## config.mk

```make
export PLATFORM = sky130hd
export DESIGN_NAME = serial_subtractor_flat
export DESIGN_NICKNAME = d
export VERILOG_FILES = /design/src/rtl/serial_subtractor_pkg.sv /design/src/rtl/serial_subtractor_if.sv /design/src/rtl/serial_subtractor_full_subtractor.sv /design/src/rtl/serial_subtractor.sv /design/src/flat_wrapper.sv
export SDC_FILE = /design/constraint.sdc
export NUM_CORES = 1
export LEC_CHECK = 0
export ABC_CLOCK_PERIOD_IN_PS = 1400
export CORE_MARGIN = 3
export CORE_UTILIZATION = 43
export DETAILED_ROUTE_END_ITERATION = 8
export PLACE_DENSITY = 0.73
export SETUP_SLACK_MARGIN = 0.15
export SLEW_MARGIN = 20
export SYNTH_ARGS = -nofsm -noshare
export SYNTH_HDL_FRONTEND = slang
export SYNTH_SLANG_ARGS = --single-unit
```

## constraint.sdc

```tcl
create_clock -name clk -period 1.4 [get_ports clk]
set_clock_uncertainty 0.2 [all_clocks]
set_input_delay 0.14 -clock clk [delete_from_list [all_inputs] [get_ports clk]]
set_output_delay 0.14 -clock clk [all_outputs]
set_load 0.05 [all_outputs]
```

## src/rtl/serial_subtractor_pkg.sv

```systemverilog
// Shared definitions for the bit-serial subtractor: FSM state encoding and counter sizing.
// Optional signed-overflow output is enabled by defining SERIAL_SUB_OVF_EN.
package serial_sub_pkg;

  typedef enum logic [1:0] {
    IDLE = 2'd0,
    RUN  = 2'd1,
    DONE = 2'd2
  } state_t;

  // Bit counter needs at least one bit even when W=1.
  function automatic int cnt_width(input int w);
    return (w > 1) ? $clog2(w) : 1;
  endfunction

endpackage

```

## src/rtl/serial_subtractor_if.sv

```systemverilog
// Request/result bundle between a requester and serial_subtractor.
// The ovf signal exists only when SERIAL_SUB_OVF_EN is defined.
interface serial_subtractor_if #(
  parameter int W = 4
);
  logic         start;
  logic [W-1:0] A;
  logic [W-1:0] B;
  logic         Bi;
  logic         busy;
  logic         done;
  logic [W-1:0] D;
  logic         Bo;
`ifdef SERIAL_SUB_OVF_EN
  logic         ovf;

  modport master (output start, A, B, Bi, input busy, done, D, Bo, ovf);
  modport slave  (input start, A, B, Bi, output busy, done, D, Bo, ovf);
`else
  modport master (output start, A, B, Bi, input busy, done, D, Bo);
  modport slave  (input start, A, B, Bi, output busy, done, D, Bo);
`endif
endinterface

```

## src/rtl/serial_subtractor_full_subtractor.sv

```systemverilog
// One-bit full subtractor cell: d = a - b - bin, bout set when the column borrows.
// Purely combinational.
module full_subtractor (
  input  logic i_a,
  input  logic i_b,
  input  logic i_bin,
  output logic o_d,
  output logic o_bout
);

  assign o_d    = i_a ^ i_b ^ i_bin;
  assign o_bout = (~i_a & i_b) | (~(i_a ^ i_b) & i_bin);

endmodule

```

## src/rtl/serial_subtractor.sv

```systemverilog
// Bit-serial W-bit subtractor D = A - B - Bi, LSB first through one cell; done pulses W+1 cycles after accept.
// start is only sampled in IDLE; SERIAL_SUB_OVF_EN adds a registered signed-overflow flag.
module serial_subtractor
  import serial_sub_pkg::*;
#(
  parameter int W = 4
) (
  input  logic                clk,
  input  logic                rst_n,
  serial_subtractor_if.slave  bus
);

  localparam int CW = cnt_width(W);

  state_t          r_state;
  logic [W-1:0]    r_a;
  logic [W-1:0]    r_b;
  logic [W-1:0]    r_d;
  logic            r_bor;
  logic            r_bo;
  logic            r_busy;
  logic            r_done;
  logic [CW-1:0]   r_cnt;
`ifdef SERIAL_SUB_OVF_EN
  logic            r_ovf;
`endif

  logic            w_d;
  logic            w_bout;
  logic            w_last;
  logic [W-1:0]    w_d_next;

  full_subtractor u_fs (
    .i_a    (r_a[0]),
    .i_b    (r_b[0]),
    .i_bin  (r_bor),
    .o_d    (w_d),
    .o_bout (w_bout)
  );

  assign w_last = (r_cnt == CW'(W - 1));

  // Result bits enter at the MSB so the LSB computed first ends up at bit 0.
  generate
    if (W == 1) begin : g_d_one
      assign w_d_next = w_d;
    end else begin : g_d_wide
      assign w_d_next = {w_d, r_d[W-1:1]};
    end
  endgenerate

  always_ff @(posedge clk or negedge rst_n) begin
    if (!rst_n) begin
      r_state <= IDLE;
      r_a     <= '0;
      r_b     <= '0;
      r_d     <= '0;
      r_bor   <= 1'b0;
      r_bo    <= 1'b0;
      r_busy  <= 1'b0;
      r_done  <= 1'b0;
      r_cnt   <= '0;
`ifdef SERIAL_SUB_OVF_EN
      r_ovf   <= 1'b0;
`endif
    end else begin
      case (r_state)
        IDLE: begin
          r_done <= 1'b0;
          if (bus.start) begin
            r_a     <= bus.A;
            r_b     <= bus.B;
            r_bor   <= bus.Bi;
            r_cnt   <= '0;
            r_busy  <= 1'b1;
            r_state <= RUN;
          end
        end
        RUN: begin
          r_d   <= w_d_next;
          r_a   <= r_a >> 1;
          r_b   <= r_b >> 1;
          r_bor <= w_bout;
          r_cnt <= r_cnt + 1'b1;
          if (w_last) begin
            r_bo    <= w_bout;
`ifdef SERIAL_SUB_OVF_EN
            // Signed overflow: borrow into the MSB differs from borrow out of it.
            r_ovf   <= r_bor ^ w_bout;
`endif
            r_done  <= 1'b1;
            r_state <= DONE;
          end
        end
        DONE: begin
          r_done  <= 1'b0;
          r_busy  <= 1'b0;
          r_state <= IDLE;
        end
        default: begin
          r_done  <= 1'b0;
          r_busy  <= 1'b0;
          r_state <= IDLE;
        end
      endcase
    end
  end

  assign bus.busy = r_busy;
  assign bus.done = r_done;
  assign bus.D    = r_d;
  assign bus.Bo   = r_bo;
`ifdef SERIAL_SUB_OVF_EN
  assign bus.ovf  = r_ovf;
`endif

endmodule

```

## src/flat_wrapper.sv

```systemverilog
// flat-port wrapper written by rule: the top's interface ports become plain ports
module serial_subtractor_flat import serial_sub_pkg::*;
#(
  parameter int W = 4
)
  (clk, rst_n, bus_start, bus_A, bus_B, bus_Bi, bus_busy, bus_done, bus_D, bus_Bo);
  serial_subtractor_if #(.W(W)) bus_i ();
  input  logic clk;
  input  logic rst_n;
  input wire logic [$bits(bus_i.start)-1:0] bus_start;
  input wire logic [$bits(bus_i.A)-1:0] bus_A;
  input wire logic [$bits(bus_i.B)-1:0] bus_B;
  input wire logic [$bits(bus_i.Bi)-1:0] bus_Bi;
  output wire logic [$bits(bus_i.busy)-1:0] bus_busy;
  output wire logic [$bits(bus_i.done)-1:0] bus_done;
  output wire logic [$bits(bus_i.D)-1:0] bus_D;
  output wire logic [$bits(bus_i.Bo)-1:0] bus_Bo;
  assign bus_i.start = bus_start;
  assign bus_i.A = bus_A;
  assign bus_i.B = bus_B;
  assign bus_i.Bi = bus_Bi;
  assign bus_busy = bus_i.busy;
  assign bus_done = bus_i.done;
  assign bus_D = bus_i.D;
  assign bus_Bo = bus_i.Bo;
  serial_subtractor #(.W(W)) u_core (.clk(clk), .rst_n(rst_n), .bus(bus_i));
endmodule
```

=== Word-level counts from Yosys, hierarchy flattened ===
Cells that the tools add are included.

* Flip-flop bits (word level): 20
* Input port bits: 12
* Logic and storage cells: 43

* Muxes and demuxes: 15
* Bitwise logic cells: 8
* Reduce and logical (&&, ||, !) cells: 6
* Eq/ne operators: 4
* $add $sub $neg: 1

{| class="wikitable"
|+ Operators with widths
! cell !! number
|-
| $pmux W4 S2 || 2
|-
| $mux W4 || 2
|-
| $pmux W2 S2 || 2
|-
| $reduce_and A2 Y1 || 4
|-
| $mux W2 || 3
|-
| $mux W1 || 4
|-
| $pmux W1 S2 || 2
|-
| $not A1 Y1 || 3
|-
| $add A2 B1 Y2 const B || 1
|-
| $and A1 B1 Y1 || 2
|-
| $eq A2 B1 Y1 const B || 1
|-
| $eq A2 B2 Y1 const B || 1
|-
| $logic_not A2 Y1 || 1
|-
| $ne A2 B1 Y1 const B || 1
|-
| $ne A2 B2 Y1 const B || 1
|-
| $reduce_bool A2 Y1 || 1
|-
| $xor A1 B1 Y1 || 2
|-
| $or A1 B1 Y1 || 1
|}

=== Logic depth before layout (Yosys ltp) ===
* Depth after elaboration: 5
* Depth in mapped cells: 5
* Mapped depth without buffers: 4

=== Modules after synthesis ===
Synthesis repeated with hierarchy kept, for this count alone.

* Cells, all modules: 75
* Area, all modules: 959.7 sq um

{| class="wikitable"
|+ Modules (own cells, without submodules)
! module !! seq. area each (sq um) !! cells an instance !! area each (sq um) !! times used
|-
| serial_subtractor || 500.5 || 71 || 928.4 || 1
|-
| full_subtractor || 0.0 || 4 || 31.3 || 1
|}

=== Worst setup path after synthesis ===
Ideal clock, no wire load.

* Path kind: register to register
* From: register u_core.r_a[0]
* To: register u_core.r_bo (netlist: u_core.bus.Bo)
* Arrival time: 1,071 ps
* Slack: 4 ps
* Cell stages (with the launch flop): 4
* Required time: 1,075 ps
* Path through: dfrtp_1 inv_1 fa_1 mux2_4

* Word-level cells in the longest chain between the ends: 4

{| class="wikitable"
|+ RTL lines
! item !! RTL line !! RTL
|-
| from (decl) || serial_subtractor.sv:16 || <nowiki>logic [W-1:0] r_a;</nowiki>
|-
| from (signal assigned) || serial_subtractor.sv:71 || <nowiki>r_a <= bus.A;</nowiki>
|-
| from (signal assigned) || serial_subtractor.sv:81 || <nowiki>r_a <= r_a >> 1;</nowiki>
|-
| $xor A1 B1 Y1 || serial_subtractor_full_subtractor.sv:12 || <nowiki>assign o_bout = (~i_a & i_b) | (~(i_a ^ i_b) & i_bin);</nowiki>
|-
| $not A1 Y1 || serial_subtractor_full_subtractor.sv:12 ||
|-
| $and A1 B1 Y1 || serial_subtractor_full_subtractor.sv:12 ||
|-
| $or A1 B1 Y1 * || serial_subtractor_full_subtractor.sv:12 ||
|-
| net u_core.u_fs.o_bout || serial_subtractor_full_subtractor.sv:8 || <nowiki>output logic o_bout</nowiki>
|-
| to (signal assigned) || serial_subtractor.sv:86 || <nowiki>r_bo <= w_bout;</nowiki>
|-
| to (decl) || serial_subtractor.sv:20 || <nowiki>logic r_bo;</nowiki>
|}

Mark *: on every way through the listed nets, which the timed path passes. The rest lies on a longest branch.
A chain may end at the register's enable or synchronous reset.

=== Worst setup path after layout ===
* From: register u_core.r_bor
* To: register u_core.r_bo (netlist: u_core.bus.Bo)

* Word-level cells in the longest chain between the ends: 2

{| class="wikitable"
|+ RTL lines
! item !! RTL line !! RTL
|-
| from (decl) || serial_subtractor.sv:19 || <nowiki>logic r_bor;</nowiki>
|-
| from (signal assigned) || serial_subtractor.sv:73 || <nowiki>r_bor <= bus.Bi;</nowiki>
|-
| from (signal assigned) || serial_subtractor.sv:83 || <nowiki>r_bor <= w_bout;</nowiki>
|-
| $and A1 B1 Y1 || serial_subtractor_full_subtractor.sv:12 ||
|-
| $or A1 B1 Y1 || serial_subtractor_full_subtractor.sv:12 ||
|-
| net u_core.u_fs.o_bout || serial_subtractor_full_subtractor.sv:8 ||
|}

The timed path passes the listed nets, and every way through them passes these cells.

==> metrics <==
DRT met1 WL 931 um; NumNets Final 135; Setup crit start kind flip-flop; clk buf depth 2; vias per cell 5.21; Syn Area/Cell 10.3 um^2; Core Box Area 0.00184 mm^2; mux contribution to synthesized area 1.69%; GRT Total Usage 17.0%; die width 51.5 um; largest family of logic cells by synthesized area compound AO/OA/AOI/OAI gates; adder-cell share of the synthesized area 3.66%; RSZ-0062 raised after global routing yes; CP arrival 1.37 ns; Fmax 724 MHz; Port Buffer Count 18; total CTS buffers 3; fin crit share 98.7%; root buf cell clkbuf_4; Slew Viols, Final 0; clock latency on the worst-skew pair 0.29 ns; max_cap viols 0; CTS sink count 20; met2 WL 975 um; max_slew headroom 81.0%; starting density of the core 48.3%; Via Count 755; outcome finished clean; antenna cells 0; io pins 19; GR Overflow Total 0; register area share after synthesis 56.3%; Post-Synth XOR/XNOR Area 0%; share of layout cells above drive strength 1 38.3%; maximum VDD drop 0.00173 V; Post-DP HPWL 1390 um; synth warn 0; Final Critical Period 1.38 ns; Hold Path Class input port to flip-flop; routed wl met3 78 um; Site Rows 15; Total Wirelength 2040 um; Die ar. 0.00265 mm^2; Mapped Cells 86; 1st-iter DRT viols 12; drt first pass iters 4; Synth Area in Compound Gates 18.3%; leakage power 0.622 nW; CP max FO 2; # setup viols final 0; largest net degree at the start of global routing 21; vias in the first global route 748; CTS tree built; global-route wire length before repair 3420 um; antenna viol nets, final 0; Layout Area Growth over Synthesis 57.0%; Post-Place Cells 134; simple-gate share of the synthesized area 15.2%; Worst-path clk slew 0.11 ns; # H-tree levels 1; global placement routability congestion 0.842; number of remaining DRC errors 0; Seq cells post-synth 20; initial antenna violation count 0; Crit Path Class flip-flop to flip-flop; synthesized cell area 888 um^2; TNS Setup 0 ns; drt wl/cell 14.0 um; top sig layer met4; Worst EP required 1.39 ns; r2r setup slk 0.02 ns; cell area power density 2540 mW/mm^2; Fin. Hold Viols 0; final cell count without fillers 145; Netlist cell types 22; net count after synthesis 100; Slew @ Worst Pin 0.284 ns; CP Capture Type flip-flop; hold_ws 0.174 ns; die height 51.5 um
## cells by family (layout without fill, tap and decap cells)
logic type	count (synthesis)	after routing
adder cells (fa/ha/maj)	2	2
AND/OR/NAND/NOR	27	27
flip-flops	20	20
buffers and inverters	7	41
AO/OA/AOI/OAI	29	29
multiplexers	1	1
## layout by cell type, fill, tap and decap left out, types with 2 or more instances in the layout
master and n:
a21oi_1 6, a21oi_2 2, buf_12 7, buf_4 12, clkbuf_4 3, clkdlybuf4s50_1 11
dfrtp_1 18, dfrtp_2 2, inv_1 2, nand2_1 13, nand2b_4 2, nor2_1 4
nor2b_4 2, o21ai_0 6, o21ai_1 2, o22ai_1 10, o22ai_2 2
## final timing paths
check                                            start                            end  depth (start not counted)
hold / removal                                bus_A[3]      u_core.r_a[3]$_DFFE_PN0P_                          3
hold reg to reg            u_core.r_cnt[0]$_DFFE_PN0P_    u_core.r_cnt[0]$_DFFE_PN0P_                          1
setup reg to reg              u_core.r_bor$_DFFE_PN0P_      u_core.bus.Bo$_DFFE_PN0P_                          2
min in group asynchronous                        rst_n    u_core.bus.D[1]$_DFFE_PN0P_                          3
setup / recovery              u_core.r_bor$_DFFE_PN0P_      u_core.bus.Bo$_DFFE_PN0P_                          2
max in group asynchronous                        rst_n  u_core.r_state[0]$_DFFE_PN0P_                          3
## sequential cells by signal (all words and copies together), names as in the netlist
signal,count
u_core.bus.Bo,1
u_core.bus.D,4
u_core.bus.busy,1
u_core.bus.done,1
u_core.r_a,4
u_core.r_b,4
u_core.r_bor,1
u_core.r_cnt,2
u_core.r_state,2
## layer usage
| layer | GRT usage, % | vias up |
|---|---|---|
| met5 | 0 | - |
| met4 | 5.24 | 0 |
| met3 | 2.04 | 4 |
| met2 | 28.4 | 19 |
| met1 | 22.8 | 359 |
| li1 | - | 373 |
## synthesized netlist by cell type, drive strengths merged
master / n / share of area, %
fa: 1 / 2.3
buf: 4 / 3.5
nor4b: 1 / 0.99
dfrtp: 20 / 56
nand2: 14 / 5.9
ha: 1 / 1.4
nor2: 5 / 2.1
a21oi: 8 / 4.5
o21ai: 8 / 4.5
nor2b: 2 / 2.3
o22ai: 12 / 8.5
a211oi: 1 / 0.85
inv: 3 / 1.3
mux2: 1 / 1.7
and2: 1 / 0.99
nand2b: 2 / 1.7
nor3: 1 / 0.56
or2: 1 / 0.70
## final cells by class
type,count,area [um^2]
well taps,25,31.3
flip-flops and latches,20,503
clock buffers,4,36.3
inverters,3,11.3
repair buffers,34,402
multi-input cells,59,412
fillers,129,444
## stage by stage
stage	worst slack (ns)	util [%]	total power [mW]	area, um^2
floorplan	0.0529	-	2.09	900
global placement	-0.0458	66.2	2.80	1220
detailed placement	-0.0902	66.2	2.86	1220
CTS	0.0306	70.3	3.26	1290
global route	-0.00386	75.9	3.78	1400
finish	0.0179	75.9	3.55	1400
## power breakdown
part	switching [mW]	total (mW)	internal (mW)
Combinational	0.996	2.10	1.10
Sequential	0.265	1.12	0.855
Clock	0.172	0.330	0.158
Total	1.43	3.55	2.11
## what timing repair did
item | CTS | global route
hold buffers | 1 | 0
setup buffers | 2 | 3
setup endpoints to repair | 17 | 22
hold endpoints to repair | 20 | 0
cloned | 0 | 1
resized for setup | 4 | 14
pin swaps | 1 | 6
## critical path, stage by stage (launching register included)
cell	delay, ns
dfrtp_1	0.42
fa_2	0.40
mux2_4	0.26
Power figures use the tool's default switching activity.
